<file path="src/rtl/dmem_arb_pkg.sv">
// ============================================================================
// Module : dmem_arb_pkg
// Brief  : Shared types and constants for the data-memory port arbiter.
// Rev    : 1.0 - initial release
// ============================================================================
`default_nettype none

package dmem_arb_pkg;

    typedef enum logic [0:0] {
        ST_IDLE  = 1'b0,
        ST_BURST = 1'b1
    } state_e;

    typedef enum logic [0:0] {
        REQ_LSU = 1'b0,
        REQ_EXT = 1'b1
    } req_id_e;

    function automatic int unsigned stride_bytes(input int unsigned data_w);
        return data_w / 8;
    endfunction

    localparam int unsigned STRIDE = stride_bytes(64);

endpackage

`default_nettype wire

</file>
<file path="src/rtl/dmem_arbiter_rr_arb2.sv">
// ============================================================================
// Module : rr_arb2
// Brief  : Two-input round-robin picker; owns the "last granted" flop.
// Rev    : 1.0 - initial release
// ============================================================================
`default_nettype none

module rr_arb2
    import dmem_arb_pkg::*;
(
    input  logic clk,
    input  logic arst_n,
    input  logic i_en,
    input  logic i_req_lsu,
    input  logic i_req_ext,
    input  logic i_hold_ext,
    output logic o_gnt_lsu,
    output logic o_gnt_ext
);

    req_id_e r_last;

    always_comb begin
        o_gnt_lsu = 1'b0;
        o_gnt_ext = 1'b0;
        if (i_en) begin
            if (i_req_lsu && i_req_ext) begin
                o_gnt_lsu = (r_last == REQ_EXT);
                o_gnt_ext = (r_last == REQ_LSU);
            end else begin
                o_gnt_lsu = i_req_lsu;
                o_gnt_ext = i_req_ext;
            end
        end
    end

    // Burst beats count as external grants so the LSU wins right after a burst.
    always_ff @(posedge clk or negedge arst_n) begin
        if (!arst_n) begin
            r_last <= REQ_EXT;
        end else if (o_gnt_lsu) begin
            r_last <= REQ_LSU;
        end else if (o_gnt_ext || i_hold_ext) begin
            r_last <= REQ_EXT;
        end
    end

endmodule

`default_nettype wire

</file>
<file path="src/rtl/dmem_arbiter.sv">
// ============================================================================
// Module : dmem_arbiter
// Brief  : Shares one SRAM port between the LSU and the external burst master.
// Rev    : 1.0 - initial release
// ============================================================================
`default_nettype none

module dmem_arbiter
    import dmem_arb_pkg::*;
#(
    parameter int ADDR_W = 64,
    parameter int DATA_W = 64,
    parameter int LEN_W  = 4
) (
    input  logic              clk,
    input  logic              arst_n,
    input  logic              lsu_req,
    input  logic              lsu_wen,
    input  logic [ADDR_W-1:0] lsu_addr,
    input  logic [DATA_W-1:0] lsu_wdata,
    output logic              lsu_gnt,
    output logic              lsu_rvalid,
    output logic [DATA_W-1:0] lsu_rdata,
    input  logic              ext_req,
    input  logic              ext_wen,
    input  logic [ADDR_W-1:0] ext_addr,
    input  logic [DATA_W-1:0] ext_wdata,
    input  logic [LEN_W-1:0]  ext_len,
    output logic              ext_gnt,
    output logic              ext_rvalid,
    output logic [DATA_W-1:0] ext_rdata,
    output logic [ADDR_W-1:0] mem_addr,
    output logic              mem_wen,
    output logic              mem_ren,
    output logic [DATA_W-1:0] mem_wdata,
    input  logic [DATA_W-1:0] mem_rdata,
    output logic              busy
);

    localparam logic [ADDR_W-1:0] c_STRIDE = ADDR_W'(stride_bytes(DATA_W));

    state_e            r_state;
    logic [LEN_W-1:0]  r_beat_cnt;
    logic [ADDR_W-1:0] r_burst_addr;
    logic              r_burst_wen;
    logic              r_rd_valid;
    req_id_e           r_rd_id;

    logic w_idle;
    logic w_arb_lsu;
    logic w_arb_ext;
    logic w_burst_beat;

    assign w_idle       = (r_state == ST_IDLE);
    assign w_burst_beat = !w_idle && ext_req && arst_n;

    rr_arb2 u_rr_arb2 (
        .clk        (clk),
        .arst_n     (arst_n),
        .i_en       (w_idle && arst_n),
        .i_req_lsu  (lsu_req),
        .i_req_ext  (ext_req),
        .i_hold_ext (w_burst_beat),
        .o_gnt_lsu  (w_arb_lsu),
        .o_gnt_ext  (w_arb_ext)
    );

    assign lsu_gnt = w_arb_lsu;
    assign ext_gnt = w_arb_ext || w_burst_beat;
    assign busy    = (r_state == ST_BURST);

    always_comb begin
        mem_addr  = '0;
        mem_wen   = 1'b0;
        mem_ren   = 1'b0;
        mem_wdata = '0;
        if (w_arb_lsu) begin
            mem_addr  = lsu_addr;
            mem_wen   = lsu_wen;
            mem_ren   = !lsu_wen;
            mem_wdata = lsu_wdata;
        end else if (w_arb_ext) begin
            mem_addr  = ext_addr;
            mem_wen   = ext_wen;
            mem_ren   = !ext_wen;
            mem_wdata = ext_wdata;
        end else if (w_burst_beat) begin
            mem_addr  = r_burst_addr;
            mem_wen   = r_burst_wen;
            mem_ren   = !r_burst_wen;
            mem_wdata = ext_wdata;
        end
    end

    assign lsu_rvalid = r_rd_valid && (r_rd_id == REQ_LSU);
    assign ext_rvalid = r_rd_valid && (r_rd_id == REQ_EXT);
    assign lsu_rdata  = lsu_rvalid ? mem_rdata : '0;
    assign ext_rdata  = ext_rvalid ? mem_rdata : '0;

    // A dropped ext_req inside a burst aborts it; the arbiter sees IDLE next cycle.
    always_ff @(posedge clk or negedge arst_n) begin
        if (!arst_n) begin
            r_state      <= ST_IDLE;
            r_beat_cnt   <= '0;
            r_burst_addr <= '0;
            r_burst_wen  <= 1'b0;
            r_rd_valid   <= 1'b0;
            r_rd_id      <= REQ_LSU;
        end else begin
            r_rd_valid <= mem_ren;
            if (mem_ren) begin
                r_rd_id <= w_arb_lsu ? REQ_LSU : REQ_EXT;
            end
            case (r_state)
                ST_IDLE: begin
                    if (w_arb_ext && (ext_len != '0)) begin
                        r_state      <= ST_BURST;
                        r_beat_cnt   <= ext_len;
                        r_burst_addr <= ext_addr + c_STRIDE;
                        r_burst_wen  <= ext_wen;
                    end
                end
                ST_BURST: begin
                    if (!ext_req) begin
                        r_state <= ST_IDLE;
                    end else begin
                        r_burst_addr <= r_burst_addr + c_STRIDE;
                        r_beat_cnt   <= r_beat_cnt - LEN_W'(1);
                        if (r_beat_cnt == LEN_W'(1)) begin
                            r_state <= ST_IDLE;
                        end
                    end
                end
                default: r_state <= ST_IDLE;
            endcase
        end
    end

endmodule

`default_nettype wire

</file>
<file path="config.mk">
export PLATFORM = sky130hd
export DESIGN_NAME = dmem_arbiter
export DESIGN_NICKNAME = d
export VERILOG_FILES = /design/src/rtl/dmem_arb_pkg.sv /design/src/rtl/dmem_arbiter_rr_arb2.sv /design/src/rtl/dmem_arbiter.sv
export SDC_FILE = /design/constraint.sdc
export NUM_CORES = 1
export LEC_CHECK = 0
export CORE_AREA = 2 2 228 230
export DETAILED_ROUTE_END_ITERATION = 7
export DIE_AREA = 0 0 230 232
export PLACE_DENSITY_LB_ADDON = 0.05
export SETUP_SLACK_MARGIN = 0.15
export SYNTH_ARGS = -nofsm -noshare
export SYNTH_HDL_FRONTEND = slang
export SYNTH_HIERARCHICAL = 1
export SYNTH_SLANG_ARGS = --single-unit
</file>
<file path="constraint.sdc">
create_clock -name clk -period 4.4 [get_ports clk]
set_input_delay 0.88 -clock clk [delete_from_list [all_inputs] [get_ports clk]]
set_output_delay 0.88 -clock clk [all_outputs]
set_load 0.02 [all_outputs]
</file>
* After elaboration in Yosys (flattened, before gate mapping)
Index checks and enable logic that the tools add are counted.
** Word-level totals
- Bits in registers :: 73
- Input port bits :: 330
- Output and inout bits :: 263
- Logic and storage cells :: 62
** Cells by class
- Add/subtract/negate cells :: 3
- Equal/unequal tests :: 3
- Muxes and demuxes :: 31
- Bitwise gates (word level) :: 3
- Reduce and logical (&&, ||, !) cells :: 15
** Operators by type and width (number)
- 64-bit 2-to-1 mux :: 10
- 64-bit by 4-bit adder with 64-bit output (second input constant) :: 2
- 64-bit case mux with 2 select lines :: 1
- 1-bit 2-to-1 mux :: 16
- 4-bit 2-to-1 mux :: 2
- 4-bit case mux with 2 select lines :: 1
- 1-bit logical AND :: 7
- 4-bit by 1-bit equality test with 1-bit output (second input constant) :: 1
- 2-bit AND reduction :: 2
- 4-bit nonzero test :: 1
- 4-bit by 1-bit subtractor with 4-bit output (second input constant) :: 1
- 1-bit zero test :: 3
- 1-bit inverter :: 3
- 2-bit by 1-bit inequality test with 1-bit output (second input constant) :: 1
- 2-bit inequality test (second input constant) :: 1
- 1-bit case mux with 2 select lines :: 1
- 2-bit nonzero test :: 1
- 1-bit logical OR :: 1

* Logic depth before layout (Yosys ltp)
Gate-level depths: netlist of run 1.
- Word-level depth :: 6
- Mapped depth :: 18
- Mapped depth without buffers :: 9

* By module
Netlist of run 1, hierarchy kept.
** Modules (own cells, without submodules)
- dmem_arbiter :: instances 1, cells each 1521, area an instance 9566.7 µm², seq. area each 1801.7 µm²
- rr_arb2 :: instances 1, cells each 8, area an instance 70.1 µm², seq. area each 26.3 µm²

* Least setup slack after synthesis of run 1
OpenSTA, ideal clock, no wires.
- Path kind :: reg-to-output
- Start point :: register r_state (netlist: busy)
- End point :: output mem_addr[0]
- Arrival time :: 3660 ps
- Required time :: 3520 ps
- Path slack :: -140 ps
- Stages on the path, launching flop included :: 16
- Buffers on the path :: 10
- Cells stage by stage :: dfrtp_1 > buf_2 > buf_4 > buf_2 > buf_2 > clkbuf_1 > buf_1 > buf_1 > nor2b_1 > nand2_1 > nor2_1 > clkbuf_1 > clkbuf_1 > clkbuf_1 > nand2_1 > o21ai_0
** On the way
- Elaborated cells on any way between the ends :: 9
- Classes of those cells :: mux: 5; bitwise: 1; reduce/logical: 3
** RTL lines
- start: declaration :: line dmem_arbiter.sv:42 : state_e r_state;
- start signal: assignment :: line dmem_arbiter.sv:103 : r_state <= ST_IDLE;
- start signal: assignment :: line dmem_arbiter.sv:117 : r_state <= ST_BURST;
- start signal: assignment :: line dmem_arbiter.sv:125 : r_state <= ST_IDLE;
- 1-bit inverter
- 1-bit logical AND :: line dmem_arbiter.sv:60 : .i_en (w_idle && arst_n),
- 1-bit 2-to-1 mux :: line dmem_arbiter_rr_arb2.sv:26 : if (i_en) begin
- named net lsu_gnt :: line dmem_arbiter.sv:21 : output logic lsu_gnt,
- 64-bit 2-to-1 mux :: line dmem_arbiter.sv:77 : if (w_arb_lsu) begin
- end: declaration :: line dmem_arbiter.sv:32 : output logic [ADDR_W-1:0] mem_addr,
The timed path passes the listed nets, and every way through them passes these cells.

* Final worst setup path of run 1
- Start point :: input arst_n
- End point :: output mem_wdata[51]
** On the way
- Longest elaborated chain between the ends :: 4
- Elaborated cells on any way between the ends :: 7
- Classes of those cells :: mux: 5; reduce/logical: 2
** RTL lines
- start: declaration :: line dmem_arbiter.sv:16 : input logic arst_n,
- 1-bit logical AND :: line dmem_arbiter.sv:60
- 1-bit 2-to-1 mux :: line dmem_arbiter_rr_arb2.sv:26
- named net w_arb_ext :: line dmem_arbiter.sv:51 : logic w_arb_ext;
- 64-bit 2-to-1 mux :: line dmem_arbiter.sv:82 : end else if (w_arb_ext) begin
- 64-bit 2-to-1 mux :: line dmem_arbiter.sv:77
- end: declaration :: line dmem_arbiter.sv:35 : output logic [DATA_W-1:0] mem_wdata,
The timed path passes the listed nets, and every way through them passes these cells.

==> results of run 1 <==
## cells in the final DEF, fill, tap and decap left out, types with 28 or more instances in the layout
cell type / count
o21ai_2: 51
o21ai_0: 54
xnor2_1: 28
a21oi_1: 102
nor2_1: 121
buf_4: 90
and3_1: 66
and2_1: 69
nand3_1: 91
dfrtp_1: 71
clkdlybuf4s50_1: 555
xor2_1: 62
nand2_1: 363
o21ai_1: 73
nand3b_1: 38
## logic make-up after synthesis
group / synth area share (%)
compound gates: 23.3
buf+inv: 5.48
simple gates: 41.3
fa+ha+maj: 0.390
xor+xnor: 8.18
mux: 2.35
flops: 19.0
## worst reg2reg max path, stage by stage (launching register included)
cell and delay (ns):
dfrtp_4 0.63, mux2_2 0.30, ha_1 0.32, nand4b_1 0.23, a221oi_4 0.43, nand3_1 0.37
nor4_2 0.53, nand2_1 0.13, or3_1 0.33, nand3_1 0.08
## per-stage QoR
step                std cells  power (µW)  hold slack (ns)
finish                   2761        6590            0.393
detailed placement       2743        5870            0.470
global route             2759        7070            0.388
CTS                      2759        6660            0.384
floorplan                1529        3850            0.446
global placement         2743        5850            0.462
## power by group through the flow
| stage | combinational, µW | clock (µW) | sequential, µW |
|---|---|---|---|
| after global placement | 4250 | 0 | 1600 |
| after global routing | 4620 | 783 | 1670 |
| after detailed placement | 4260 | 0 | 1610 |
| after CTS | 4290 | 770 | 1600 |
| after floorplan | 2470 | 0 | 1380 |
| final | 4240 | 741 | 1610 |
## flip-flops by register name, indices dropped and copies added, names as in the netlist
| name | count |
|---|---|
| r_burst_addr | 64 |
| r_rd_valid | 1 |
| u_rr_arb2/r_last | 1 |
| r_burst_wen | 1 |
| busy | 1 |
| r_rd_id | 1 |
| r_beat_cnt | 4 |
## area by class of cell
type / instances / area share, %
multi-input cells: 1323 / 44.1
clock inverters: 3 / 0.0883
well taps: 680 / 5.00
repair buffers: 660 / 38.3
flip-flops and latches: 73 / 10.8
clock buffers: 13 / 1.53
inverters: 7 / 0.154
diodes: 2 / 0.0294
## worst max-delay path by stage
| stage | from | endpoint | depth (start not counted) |
|---|---|---|---|
| global route | arst_n | mem_wdata[49] | 9 |
| detailed placement | ext_addr[3] | r_burst_addr[57] | 10 |
| CTS | arst_n | mem_addr[10] | 8 |
| floorplan | busy | mem_addr[0] | 15 |
| global placement | ext_addr[3] | r_burst_addr[57] | 10 |
| finish | arst_n | mem_wdata[51] | 9 |
## layer usage
| layer | track usage (%) | vias to the layer above | wire [µm] |
|---|---|---|---|
| met5 | 0 | - | 13 |
| met4 | 1.57 | 2 | 319 |
| met3 | 5.53 | 27 | 4100 |
| met2 | 38.3 | 446 | 30100 |
| met1 | 25.5 | 6065 | 24400 |
| li1 | - | 6437 | - |
==> impl_metrics.csv, run 1 <==
group,metric,value,unit
run_status,outcome,"completed",
yosys,synth_area_leaders,"dfrtp_1, nand2_1, o21ai_0",
timing,min_period_over_period,89.9,%
yosys,netlist_instances,1529,
placed_design,gp_congestion,0.826,
timing,max_clock_freq,0.253,GHz
placed_design,place_hpwl,47000,µm
timing,worst_pin_slew,0.698,ns
timing,fin_setup_tns,0,ns
final_layout,final_nets,2407,
floorplan,coreArea,50900,µm²
yosys,yosysUniqueCellTypes,68,
worst_setup_path,crit_fanout,65,
run,maxCapViolCount,0,
final_layout,final_area,17000,µm²
worst_setup_path,critical-path-max-stage-delay,0.69,ns
detailed_routing,first_pass_iters,6,
worst_setup_path,path_common_cell,"nand2_1",
floorplan,ios,593,
timing,setup-violations-final,0,
yosys,synth_area,9640,µm²
yosys,synth_top_area_cell,"dfrtp_1",
floorplan,die_x,230,µm
placed_design,dp_slack,0.342,ns
detailed_routing,drcViolationCount,0,
timing,relSlewSlack,53.5,%
cts,cts_hold_buf,0,
yosys,synth_top_area_share,18.7,%
final_layout,nFillCells,5564,
yosys,synth.net_count,1862,
power,power_frac_clock,11.2,%
worst_setup_path,crit_family,"buffers and inverters",
final_layout,postLayoutCoreUtil,33.4,%
cts,path_clk_slew,0.06,ns
cts,cts.repair.resized,0,
placed_design,postPlaceCellArea,16700,µm²
cts,cts.sinks,73,
timing,skew,0.00911,ns
timing,rsz0062_at_grt,"no",
detailed_routing,avgViaCountPerCell,4.70,
yosys,synth_edf_count,0,
final_layout,seq_area,1830,µm²
worst_setup_path,crit_type,"in2out",
global_route,grt_pass1_wl,85200,µm
cts,h-tree-depth,3,
floorplan,die_area,53400,µm²
yosys,yosysMostFrequentCell,"nand2_1",
power,switching_share,49.7,%
power,power_frac_comb,64.4,%
worst_setup_path,crit_path_start_kind,"input pin",
final_layout,area_growth,76.5,%
cts,clock_path_buffers,2,
cts,clock_latency,0.35,ns
timing,min_period,3.96,ns
power,pwr-share-seq,24.4,%
power,power.switching,3270,µW
yosys,yosysWarnings,6,
detailed_routing,wl_per_cell,21.4,µm
worst_setup_path,reg2reg_setup_slack,1.00,ns
yosys,syn_avg_cell_area,6.30,µm²
floorplan,initial_utilization,18.9,%
worst_setup_path,worst-r2r-cell-count,9,
power,p_leak,0.00640,µW
power,ir_worst_vdd,0.230,mV
global_route,grt_pass1_vias,12700,
worst_setup_path,cp_slowest_cell,"clkdlybuf4s50_1",
worst_hold_path,hold_path_class,"in2async",
cts,post_cts.repair.setup_buffers,0,
final_layout,multi_input_area,7510,µm²
detailed_routing,drtAntennaViolNets,0,
global_route,grtUsageTotal,21.0,%
worst_setup_path,crit_chain,"buf_4 -> nor2b_1 -> nand2_1 -> a21oi_4 -> or2_2 -> buf_12 -> nand2_1 -> o21ai_2 -> clkdlybuf4s50_1",
worst_setup_path,worstPathRequired,3.52,ns
floorplan,die_h,232,µm
power,p_int,3310,µW
power,p_per_area,387,nW/µm²
yosys,ys_ff_latch,73,
yosys,ys_seq_area_share,19.0,%
global_route,overflow,0,
detailed_routing,first_iter_violations,824,
detailed_routing,routed_wl,59000,µm
timing,fin_ws,0.442,ns
worst_setup_path,worstSetupEndpointType,"primary output",
timing,hold_viol,0,
global_route,antenna_found_initial,10,
worst_setup_path,r2r_start,"busy",
yosys,synth_commonest_cells,"nand2_1, o21ai_0, nor2_1",
timing,drv_slew,0,
cts,numCtsBuffers,9,
cts,cts_root_buf,"clkbuf_16",
global_route,grt_max_degree,73,
final_layout,drive_gt1_share,9.86,%
placed_design,port_buffers,592,
worst_setup_path,worstPathBufferInverterCount,3,
detailed_routing,vias,13000,
floorplan,placement_rows,83,
worst_setup_path,critPathArrivalTime,3.08,ns
worst_setup_path,r2r_end,"r_burst_addr[57]",
yosys,async_flop_share,100,%
yosys,synthFlopType,"dfrtp_1",
cts,cts_tree,"done",
Power figures use the tool's default switching activity.
==> run 2: changes to the inputs <==
--- a/config.mk
+++ b/config.mk
@@ -8,7 +8,7 @@
 export CORE_AREA = 2 2 228 230
 export DETAILED_ROUTE_END_ITERATION = 7
 export DIE_AREA = 0 0 230 232
-export PLACE_DENSITY_LB_ADDON = 0.05
+export PLACE_DENSITY = 0.46
 export SETUP_SLACK_MARGIN = 0.15
 export SYNTH_ARGS = -nofsm -noshare
 export SYNTH_HDL_FRONTEND = slang
==> constraint.sdc (replaced) <==
create_clock -name clk -period 4.25 [get_ports clk]
set_input_delay 0.85 -clock clk [delete_from_list [all_inputs] [get_ports clk]]
set_output_delay 0.85 -clock clk [all_outputs]
set_load 0.005 [all_outputs]
==> run 2 against run 1 <==
Clock skew rose by 0.0020 ns; final area down 0.55%; wire length increased by 8.0%; register-to-register slack lost 0.31 ns; total power shrank 3.1%; sequential power increased by 5%; flip-flop and latch count unchanged; non-clock buffer count is 5 lower; first-iteration DRC count increased by 24%; die area unchanged; worst setup slack worse by 0.30 ns; clock power grew 13%; critical path type unchanged; critical endpoint is now mem_wdata[45].
==> impl_metrics.csv, run 2 (synthesis gave the netlist of run 1 again) <==
group,metric,value,unit
run_status,outcome,"completed",
floorplan,die_x,230,µm
floorplan,die_area,53400,µm²
detailed_routing,vias,13200,
worst_setup_path,critPathArrivalTime,3.26,ns
power,power.switching,2930,µW
detailed_routing,drtAntennaViolNets,0,
timing,min_period_over_period,96.7,%
final_layout,regMostFlops,"r_burst_addr",
timing,hold_viol,0,
global_route,grt_max_degree,128,
cts,cts_root_buf,"clkbuf_16",
detailed_routing,routed_wl,63700,µm
power,power_frac_comb,60.4,%
placed_design,place_hpwl,51400,µm
worst_hold_path,hold_path_class,"in2async",
final_layout,final_nets,2402,
worst_setup_path,crit_family,"buffers and inverters",
cts,cts.sinks,73,
detailed_routing,wl_per_cell,23.0,µm
timing,relSlewSlack,45.1,%
worst_setup_path,crit_path_start_kind,"input pin",
run,maxCapViolCount,0,
timing,skew,0.0111,ns
floorplan,initial_utilization,18.9,%
cts,clock_path_buffers,2,
worst_setup_path,worstSetupEndpointType,"primary output",
worst_setup_path,worstPathRequired,3.40,ns
timing,whs,0.323,ns
power,pwr-share-seq,26.4,%
final_layout,area_growth,75.6,%
placed_design,gp_congestion,0.905,
detailed_routing,avgViaCountPerCell,4.79,
worst_setup_path,crit_type,"in2out",
power,p_per_area,377,nW/µm²
global_route,grtUsageTotal,22.7,%
worst_setup_path,crit_chain,"clkdlybuf4s50_1 -> nand2_1 -> nor2_4 -> clkbuf_16 -> nand2_1 -> o21ai_1 -> clkdlybuf4s50_1",
cts,clock_latency,0.35,ns
final_layout,final_area,16900,µm²
power,power_frac_clock,13.2,%
power,fin_total_pwr,6380,µW
placed_design,placedCellCount,2737,
power,p_leak,0.00622,µW
cts,numCtsBuffers,9,
timing,min_period,4.11,ns
worst_setup_path,worstPathBufferInverterCount,3,
final_layout,postLayoutCoreUtil,33.2,%
detailed_routing,drcViolationCount,0,
floorplan,coreArea,50900,µm²
global_route,grt_pass1_vias,12700,
timing,setup-violations-final,0,
floorplan,die_h,232,µm
worst_setup_path,critical-path-max-stage-delay,0.66,ns
timing,worst_pin_slew,0.815,ns
detailed_routing,first_iter_violations,1021,
final_layout,final_cell_mix,"clkdlybuf4s50_1, nand2_1, o21ai_0",
power,p_int,3460,µW
timing,max_clock_freq,0.243,GHz
global_route,antenna_found_initial,23,
timing,rsz0062_at_grt,"no",
final_layout,top_regs,"r_burst_addr: 64 flops, r_beat_cnt: 4 flops",
placed_design,port_buffers,592,
worst_setup_path,crit_fanout,46,
final_layout,drive_gt1_share,6.17,%
power,switching_share,45.9,%
cts,h-tree-depth,3,
global_route,overflow,0,
placed_design,postPlaceCellArea,16500,µm²
final_layout,final_common_cell,"clkdlybuf4s50_1",
timing,drv_slew,0,
detailed_routing,first_pass_iters,5,
global_route,grt_pass1_wl,90100,µm
floorplan,placement_rows,83,
floorplan,ios,593,
worst_setup_path,cp_slowest_cell,"clkdlybuf4s50_1",
final_layout,instances_no_fill,2767,
cts,cts_tree,"done",
cts,path_clk_slew,0.07,ns
power,ir_worst_vdd,0.202,mV
final_layout,largest_reg_flops,64,
[run 2: power groups by stage]
stage | sequential (µW) | combinational (µW) | clock (µW)
global placement | 1670 | 3810 | 0
global route | 1750 | 4220 | 893
floorplan | 1420 | 1980 | 0
CTS | 1670 | 3860 | 875
finish | 1690 | 3860 | 840
detailed placement | 1680 | 3830 | 0
[run 2: final timing paths]
path / startpoint / end / slack, ns / depth (start not counted)
setup / recovery: lsu_req / mem_wdata[45] / 0.14 / 7
setup reg to reg: busy / r_burst_addr[58] / 0.69 / 9
hold / removal: arst_n / r_burst_addr[4] / 0.32 / 1
hold reg to reg: r_burst_addr[1] / r_burst_addr[1] / 0.48 / 2
max in group asynchronous: arst_n / r_burst_addr[40] / 2.55 / 3
min in group clk: r_burst_addr[1] / r_burst_addr[1] / 0.48 / 2
[run 2: timing repair]
| item | 4_1_cts | 5_1_grt |
|---|---|---|
| cloned | 0 | 1 |
| hold buffers | 0 | 0 |
| buffers inserted | 0 | 0 |
| gates resized for setup | 19 | 6 |
| hold endpoints to repair | 0 | 0 |
| endpoints found under the setup margin | 19 | 13 |
[run 2: final cells by class]
class,instances,area [µm²]
Fill cell,5470,34000
Multi-Input combinational cell,1323,7330
Timing Repair Buffer,655,6530
Sequential cell,73,1830
Tap cell,680,851
Clock buffer,11,253
Clock inverter,5,62.6
Antenna cell,13,32.5
Inverter,7,26.3
[run 2: through the flow]
stage	TNS (ns)	setup slack, ns
floorplan	0	0.172
global placement	-0.412	-0.112
detailed placement	-0.0860	-0.0748
CTS	0	0.191
global route	0	0.159
finish	0	0.139
[run 2: routing by layer]
layer / vias up / GRT usage, % / part of all wire, %
li1: 6443 / - / -
met2: 530 / 36.5 / 47
met3: 64 / 4.69 / 6.7
met4: 4 / 6.71 / 2.4
met1: 6207 / 30.4 / 44
met5: - / 0 / 0.025
[run 2: worst register-to-register path, delay by kind of cell, from the launching register on]
kind,cells,cell delay (ns)
buf+inv,2,0.74
compound gates,3,1.19
flops,1,0.58
simple gates,3,0.82
xor+xnor,1,0.15
==> run 3: changes to the inputs <==
--- a/config.mk
+++ b/config.mk
@@ -8,6 +8,7 @@
 export CORE_AREA = 2 2 228 230
 export DETAILED_ROUTE_END_ITERATION = 7
 export DIE_AREA = 0 0 230 232
+export HOLD_SLACK_MARGIN = 0.08
 export PLACE_DENSITY = 0.46
 export SETUP_SLACK_MARGIN = 0.15
 export SYNTH_ARGS = -nofsm -noshare
==> results of run 3 <==
No change in the layout: final DEF, timing and power equal those of run 2.
